### config.mk
export PLATFORM = sky130hd
export DESIGN_NAME = dmem_arbiter
export DESIGN_NICKNAME = d
export VERILOG_FILES = /design/src/rtl/dmem_arbiter_pkg.sv /design/src/rtl/dmem_arbiter_starve_counter.sv /design/src/rtl/dmem_arbiter.sv
export SDC_FILE = /design/constraint.sdc
export NUM_CORES = 1
export LEC_CHECK = 0
export ABC_AREA = 0
export ABC_CLOCK_PERIOD_IN_PS = 5500
export CAP_MARGIN = 5
export CORE_AREA = 2 2 115 117
export CTS_CLUSTER_DIAMETER = 60
export DETAILED_ROUTE_END_ITERATION = 16
export DIE_AREA = 0 0 117 119
export GPL_TIMING_DRIVEN = 0
export PLACE_DENSITY = 0.67
export SETUP_SLACK_MARGIN = 0.02
export SLEW_MARGIN = 20
export SYNTH_ARGS = -nofsm -noshare
export SYNTH_HDL_FRONTEND = slang
export SYNTH_HIERARCHICAL = 1
export SYNTH_SLANG_ARGS = --single-unit
### constraint.sdc
create_clock -name clk -period 5.5 [get_ports clk]
set_input_delay 1.1 -clock clk [delete_from_list [all_inputs] [get_ports clk]]
set_output_delay 1.1 -clock clk [all_outputs]
set_load 0.01 [all_outputs]
### src/rtl/dmem_arbiter_pkg.sv
// Purpose : shared types and defaults for the dmem arbiter slice.
// Latency : n/a (types and constants only).
// Backpr. : n/a.
package dmem_arb_pkg;

    // Arbitration mode: core priority, or a one-cycle forced ext slot.
    typedef enum logic {
        ARB_CORE  = 1'b0,
        ARB_FORCE = 1'b1
    } arb_state_t;

    // Which requester drives the memory port this cycle.
    typedef enum logic [1:0] {
        OWN_NONE = 2'd0,
        OWN_CORE = 2'd1,
        OWN_EXT  = 2'd2
    } owner_t;

    localparam int WADDR_WIDTH_DEF = 30;
    localparam int DATA_WIDTH_DEF  = 32;
    localparam int STARVE_CNT_W    = 4;

endpackage

### src/rtl/dmem_arbiter_starve_counter.sv
// Purpose : saturating wait counter for the external requester; flags the
//           increment that reaches LIMIT.
// Latency : hit_o is combinational from the current count and inc_i.
// Backpr. : none; clr_i dominates inc_i.
// Ports   : clk/reset (sync, active-high), clr_i, inc_i, hit_o.
module starve_counter
    import dmem_arb_pkg::*;
#(
    parameter int LIMIT = 4
) (
    input  logic clk,
    input  logic reset,
    input  logic clr_i,
    input  logic inc_i,
    output logic hit_o
);

    localparam logic [STARVE_CNT_W-1:0] LIMIT_V = STARVE_CNT_W'(LIMIT);

    logic [STARVE_CNT_W-1:0] cnt_q;
    logic [STARVE_CNT_W-1:0] cnt_d;
    logic [STARVE_CNT_W-1:0] cnt_inc;

    assign cnt_inc = cnt_q + 1'b1;

    always_comb begin
        cnt_d = cnt_q;
        if (clr_i) begin
            cnt_d = '0;
        end else if (inc_i && (cnt_q != LIMIT_V)) begin
            // Saturate at LIMIT; the forced slot clears it before it could wrap.
            cnt_d = cnt_inc;
        end
    end

    assign hit_o = inc_i && !clr_i && (cnt_inc == LIMIT_V);

    always_ff @(posedge clk) begin
        if (reset) begin
            cnt_q <= '0;
        end else begin
            cnt_q <= cnt_d;
        end
    end

endmodule

### src/rtl/dmem_arbiter.sv
// Purpose : shares single-port dmem between core load/store and an external
//           requester; core has priority, ext gets a forced slot after
//           STARVE_LIMIT denied cycles.
// Latency : grant 0 cycles; ext read data 1 cycle after ext_gnt; core read
//           data combinational.
// Backpr. : core_stall when core loses; ext_req must be held until ext_gnt.
// Ports   : core_* (load/store path), ext_* (loader/debug port),
//           mem_* (to/from dmem), clk/reset (sync, active-high).
module dmem_arbiter
    import dmem_arb_pkg::*;
#(
    parameter int DATA_WIDTH   = DATA_WIDTH_DEF,
    parameter int WADDR_WIDTH  = WADDR_WIDTH_DEF,
    parameter int STARVE_LIMIT = 4
) (
    input  logic                   clk,
    input  logic                   reset,
    input  logic                   core_req,
    input  logic                   core_we,
    input  logic [WADDR_WIDTH-1:0] core_addr,
    input  logic [DATA_WIDTH-1:0]  core_wdata,
    output logic [DATA_WIDTH-1:0]  core_rdata,
    output logic                   core_stall,
    input  logic                   ext_req,
    input  logic                   ext_we,
    input  logic [WADDR_WIDTH-1:0] ext_addr,
    input  logic [DATA_WIDTH-1:0]  ext_wdata,
    output logic                   ext_gnt,
    output logic                   ext_rvalid,
    output logic [DATA_WIDTH-1:0]  ext_rdata,
    output logic [WADDR_WIDTH-1:0] mem_addr,
    output logic [DATA_WIDTH-1:0]  mem_wdata,
    output logic                   mem_w_en,
    output logic                   mem_read_en,
    input  logic [DATA_WIDTH-1:0]  mem_rdata
);

    arb_state_t            state_q;
    arb_state_t            state_d;
    owner_t                owner;
    logic                  starve_hit;
    logic                  ext_rvalid_q;
    logic                  ext_rvalid_d;
    logic [DATA_WIDTH-1:0] ext_rdata_q;
    logic [DATA_WIDTH-1:0] ext_rdata_d;

    // Owner selection. In ARB_FORCE a requesting ext wins; if ext dropped its
    // request the core still gets the port without a stall.
    always_comb begin
        owner = OWN_NONE;
        if (!reset) begin
            if ((state_q == ARB_FORCE) && ext_req) begin
                owner = OWN_EXT;
            end else if (core_req) begin
                owner = OWN_CORE;
            end else if (ext_req) begin
                owner = OWN_EXT;
            end
        end
    end

    assign ext_gnt    = (owner == OWN_EXT);
    assign core_stall = !reset && core_req && (owner != OWN_CORE);
    assign core_rdata = mem_rdata;

    // Memory port mux; idle port is driven to all-zero.
    always_comb begin
        mem_addr    = '0;
        mem_wdata   = '0;
        mem_w_en    = 1'b0;
        mem_read_en = 1'b0;
        unique case (owner)
            OWN_CORE: begin
                mem_addr    = core_addr;
                mem_wdata   = core_wdata;
                mem_w_en    = core_we;
                mem_read_en = !core_we;
            end
            OWN_EXT: begin
                mem_addr    = ext_addr;
                mem_wdata   = ext_wdata;
                mem_w_en    = ext_we;
                mem_read_en = !ext_we;
            end
            default: ;
        endcase
    end

    // Withdrawing the request forfeits accumulated wait.
    starve_counter #(
        .LIMIT (STARVE_LIMIT)
    ) u_starve (
        .clk   (clk),
        .reset (reset),
        .clr_i (!ext_req || ext_gnt),
        .inc_i (ext_req && !ext_gnt),
        .hit_o (starve_hit)
    );

    // ARB_FORCE lasts exactly one cycle whatever ext does in it.
    always_comb begin
        state_d = ARB_CORE;
        if ((state_q == ARB_CORE) && starve_hit) begin
            state_d = ARB_FORCE;
        end
    end

    always_comb begin
        ext_rvalid_d = ext_gnt && !ext_we;
        ext_rdata_d  = ext_rdata_q;
        if (ext_gnt && !ext_we) begin
            ext_rdata_d = mem_rdata;
        end
    end

    always_ff @(posedge clk) begin
        if (reset) begin
            state_q      <= ARB_CORE;
            ext_rvalid_q <= 1'b0;
            ext_rdata_q  <= '0;
        end else begin
            state_q      <= state_d;
            ext_rvalid_q <= ext_rvalid_d;
            ext_rdata_q  <= ext_rdata_d;
        end
    end

    // A reset arriving the cycle after a read grant must suppress the pulse,
    // so the registered valid is masked while reset is high.
    assign ext_rvalid = ext_rvalid_q && !reset;
    assign ext_rdata  = ext_rdata_q;

endmodule

# Word-level counts from Yosys, hierarchy flattened
# Index checks and enable logic that the tools add are counted.
# op_classes
addsub	1
reduce_logical	18
eq_ne	5
mux	9
bitwise	1
# op_table
op	n
$pmux W32 S2	1
$pmux W30 S2	1
$logic_and A1 B1 Y1	10
$mux W2	4
$logic_not A1 Y1	6
$add A4 B1 Y4 const B	1
$eq A4 B3 Y1 const B	1
$ne A4 B3 Y1 const B	1
$pmux W1 S2	2
$eq A2 B1 Y1 const B	1
$eq A2 B2 Y1 const B	1
$ne A2 B1 Y1 const B	1
$reduce_or A2 Y1	1
$logic_or A1 B1 Y1	1
$mux W1	1
$not A1 Y1	1
# word_totals
in_bits	162
register_bits	38
out_inout_bits	131
elab_cells	38

# Longest topological paths before layout
# depth
word_depth	11
ltp_mapped	10
mapped_depth_nobuf	8

# Cells and area by module
# The synthesis kept the hierarchy.
# by_module_without_submodules
mod	area_per_inst_um2	cells_each	seq_area_each_um2	n_inst
dmem_arbiter	2871.5	344	680.7	1
starve_counter	277.8	34	80.1	1

# Worst setup path after synthesis
# Ideal clock, no wire load.
# synth_timing
kind	input port to output port
start	input port reset
end	output port mem_addr[0]
path_buffers	3
arrival_ps	2362
path_slack_ps	2038
cell_stages	8
t_required_ps	4400
path_cell_list	buf_4 -> nand2b_1 -> a21o_1 -> ha_1 -> buf_2 -> buf_2 -> a22oi_1 -> nor2_1
# synth_via
elab_chain_cells	3
word_cells_on_any_way	4
classes_between	2 x eq/ne; 2 x mux
# synth_lines
element	line	rtl
start, declared	dmem_arbiter.sv:17	input logic reset,
$mux W2	dmem_arbiter.sv:51	if (!reset) begin
$eq A2 B2 Y1	n/a	
via ext_gnt	dmem_arbiter.sv:28	output logic ext_gnt,
$pmux W30 S2	dmem_arbiter.sv:72	unique case (owner)
end, declared	dmem_arbiter.sv:31	output logic [WADDR_WIDTH-1:0] mem_addr,
# The timed path passes the listed nets, and every way through them passes these cells.

# Worst setup path in the final report
# layout_timing
start	input port reset
end	output port mem_addr[28]
# layout_via
elab_chain_cells	3
word_cells_on_any_way	4
classes_between	2 x eq/ne; 2 x mux
# layout_lines
element	line
$mux W2 *	dmem_arbiter.sv:51
$eq A2 B2 Y1 / $eq A2 B1 Y1 (equally long branches)	dmem_arbiter.sv:72
$pmux W30 S2 *	dmem_arbiter.sv:72
# Mark *: on every way between the ends. The rest lies on a longest branch, timed or not.

==> results.sh <==
export IMPL_reg2reg_depth=9
export IMPL_grt_pass1_wl_um=21100
export IMPL_critPathKind="in2out"
export IMPL_gp_congestion=0.770
export IMPL_pre_cts_ws_ns=0.333
export IMPL_hold_buffers=0
export IMPL_hold_depth=2
export IMPL_coreArea_um2=12900
export IMPL_worstPathCellList="clkdlybuf4s50_1 -> buf_4 -> nand2b_1 -> a21oi_1 -> ha_1 -> buf_2 -> clkbuf_1 -> nor2_1 -> clkdlybuf4s50_1"
export IMPL_wl_um=14200
export IMPL_hold_violations=0
export IMPL_setup_violations=0
export IMPL_drt_iter0_drc=144
export IMPL_ctsLongestPathBuffers=2
export IMPL_r2r_end="u_starve/cnt_q[3]"
export IMPL_ios=293
export IMPL_p_int_w=0.000713
export IMPL_slew_viol_final=0
export IMPL_synthCells=378
export IMPL_fp_row_count=42
export IMPL_rsz0062_at_grt="false"
export IMPL_hp_class="reg2reg"
export IMPL_clk_latency_ns=0.28
export IMPL_place_hpwl_um=11800
export IMPL_synth_edff_count=0
export IMPL_syn_num_nets=546
export IMPL_synthArstFlopShare_pct=0
export IMPL_grt_max_degree=12
export IMPL_routed_via_density=4.60
export IMPL_cts_sinks=38
export IMPL_finalSetupTns_ns=0
export IMPL_r2r_start="state_q"
export IMPL_power_density_nw_per_um2=146
export IMPL_cts_resized=0
export IMPL_hp_start="ext_rdata[7]"
export IMPL_ant_nets=0
export IMPL_hold_path_end="ext_rdata[7]"
export IMPL_timing_fmax_mhz=194
export IMPL_slowest_stage="clkdlybuf4s50_1"
export IMPL_overflow=0
export IMPL_worst_pin_slew_ns=0.523
export IMPL_setup_ws_ns=0.354
export IMPL_status="completed"
export IMPL_cp_start_kind="input port"
export IMPL_cts_setup_buffers=0
export IMPL_crit_top_cell="clkdlybuf4s50_1"
export IMPL_die_h_um=119
export IMPL_netlist_area_leader_share_pct=24.2
export IMPL_chipWidth_um=117
export IMPL_maxSlewHeadroom_pct=65.1
export IMPL_fin_crit_ns=5.15
export IMPL_initial_core_util_pct=24.5
export IMPL_fin_worst_skew_ns=0.00636
export IMPL_slowest_delay_ns=0.80
export IMPL_drc=0
export IMPL_reg2reg_slack_ns=3.26
export IMPL_path_max_fanout=11
export IMPL_switching_share_pct=24.5
export IMPL_crit_path_end_kind="output port"
export IMPL_syn_cell_area_um2=3150
export IMPL_cp_buffers_inverters=5
export IMPL_synth_seq_area_share_pct=24.2
export IMPL_cts_tree="done"
export IMPL_cts_max_level=2
export IMPL_cts_made_buffers=5
export IMPL_first_pass_iters=6
export IMPL_synthFlopType="dfxtp_1"
export IMPL_cp_required_ns=4.40
export IMPL_clk_pin_slew_ns=0.05
export IMPL_yosysTopAreaCell="dfxtp_1"
export IMPL_synth_area_leaders="dfxtp_1, a22oi_1, nand4bb_1"
export IMPL_drive_above_1_share_pct=16.1
export IMPL_p_comb_share_pct=34.9
export IMPL_power_frac_seq_pct=30.0
export IMPL_global_route_usage_total_pct=19.2
export IMPL_io_buffer_count=292
export IMPL_irDropWorstVdd_v=0.000125
export IMPL_critPathTopFamily="buffers and inverters"
export IMPL_num_vias=3925
export IMPL_worstPathArrival_ns=4.05
export IMPL_fin_crit_sh_pct=93.6
export IMPL_nets=845
export IMPL_synth_seq_cells=38
export IMPL_wl_per_cell_um=16.6
export IMPL_synth_avg_cell_area_um2=8.33
export IMPL_n_fill_cell=1252
export IMPL_synth_cell_types=32
export IMPL_diodes=0
export IMPL_grt_pass1_vias=3916
export IMPL_syn2layout_area_growth_pct=105
export IMPL_leakage_nw=2.36
export IMPL_p_switching_w=0.000232
export IMPL_ys_warn_count=6
export IMPL_cts_root_buf="clkbuf_16"
export IMPL_clockPowerShare_pct=35.1
export IMPL_cap_violations=0
export IMPL_antenna_found_initial=0
export IMPL_die_area_um2=13900
[layout make-up]
type / count / area, um2 / share of cell area, %
plain buffers: 69 / 488 / 7.55
clock buffers: 6 / 139 / 2.15
inverters: 5 / 18.8 / 0.290
repair buffers: 292 / 2920 / 45.2
clock inverters: 1 / 30.0 / 0.465
flip-flops and latches: 38 / 761 / 11.8
well taps: 176 / 220 / 3.41
multi-input cells: 266 / 1880 / 29.1
[worst max path at each step]
| stage | startpoint | endpoint | slack, ns | depth (start not counted) |
|---|---|---|---|---|
| final | reset | mem_addr[28] | 0.35 | 9 |
| after global routing | reset | mem_addr[28] | 0.10 | 9 |
| after CTS | reset | mem_addr[28] | 0.32 | 9 |
| after detailed placement | reset | mem_addr[28] | 0.33 | 9 |
| after global placement | reset | mem_addr[28] | 0.33 | 9 |
| after floorplan | reset | mem_addr[0] | 2.04 | 8 |
[layer usage]
layer | GRT usage [%] | vias up | wire length [um]
li1 | - | 1932 | -
met1 | 24.3 | 1817 | 5910
met2 | 32.9 | 152 | 6940
met3 | 4.17 | 24 | 1040
met4 | 4.41 | 0 | 284
met5 | 0 | - | 0
[registers in the layout (all words and copies together) (netlist names)]
name and count:
ext_rdata 32, u_starve/cnt_q 4, ext_rvalid_q 1, state_q 1
[cell usage in the layout (no fill, tap or decap), types with 2 or more instances in the layout]
cell type and count:
dlymetal6s2s_1 2, buf_4 35, nand3_1 4, o21ai_1 2
o21ai_2 30, dfxtp_1 38, nand4bb_1 32, nor2b_1 3
a211oi_1 4, nand2b_1 28, o21ai_0 2, nand3b_1 3
buf_12 3, ha_1 6, and3b_1 2, a22oi_1 63
clkbuf_16 5, nand2_1 2, nand2b_2 9, clkbuf_1 5
buf_2 22, inv_1 5, clkdlybuf4s50_1 292, a21oi_1 4
nor2_1 65
[tightest hold or removal path, delay by kind of cell, from the launching register on]
kind	cells	cell delay (ns)
AND/OR/NAND/NOR	1	0.07
AO/OA/AOI/OAI	1	0.05
flip-flops	1	0.30
[power groups by stage]
stage	combinational [W]	clock, W	sequential, W
floorplan	0.000117	0	0.000291
global placement	0.000327	0	0.000289
detailed placement	0.000330	0	0.000290
CTS	0.000332	0.000341	0.000284
global route	0.000352	0.000352	0.000284
finish	0.000329	0.000332	0.000284
[through the flow]
step	hold slack [ns]	utilization, %	cells	instance area [um2]	total power, W
2_1_floorplan	0.433	-	378	3150	0.000408
4_1_cts	0.465	50.2	853	6460	0.000956
3_3_place_gp	0.453	48.9	846	6290	0.000616
3_5_place_dp	0.456	48.9	846	6290	0.000619
5_1_grt	0.486	50.2	853	6460	0.000988
6_report	0.467	50.2	853	6460	0.000945
[cells in the mapped netlist (3+ instances only)]
cell type,count
nand3_1,4
nand3b_1,3
buf_12,3
inv_1,5
a22oi_1,63
buf_4,35
nand4bb_1,32
clkbuf_1,5
a211oi_1,4
nor2_1,65
dfxtp_1,38
nor2b_1,3
nand2b_1,28
a21oi_1,4
o21ai_2,30
nand2b_2,9
buf_2,22
ha_1,6
[cell families after synthesis]
kind of cell | synth area share [%]
and+or+nand+nor | 31.1
AOI/OAI and AO/OA | 26.2
buffers and inverters | 16.1
DFF | 24.2
adders and majority gates | 2.38
Power figures use the tool's default switching activity.
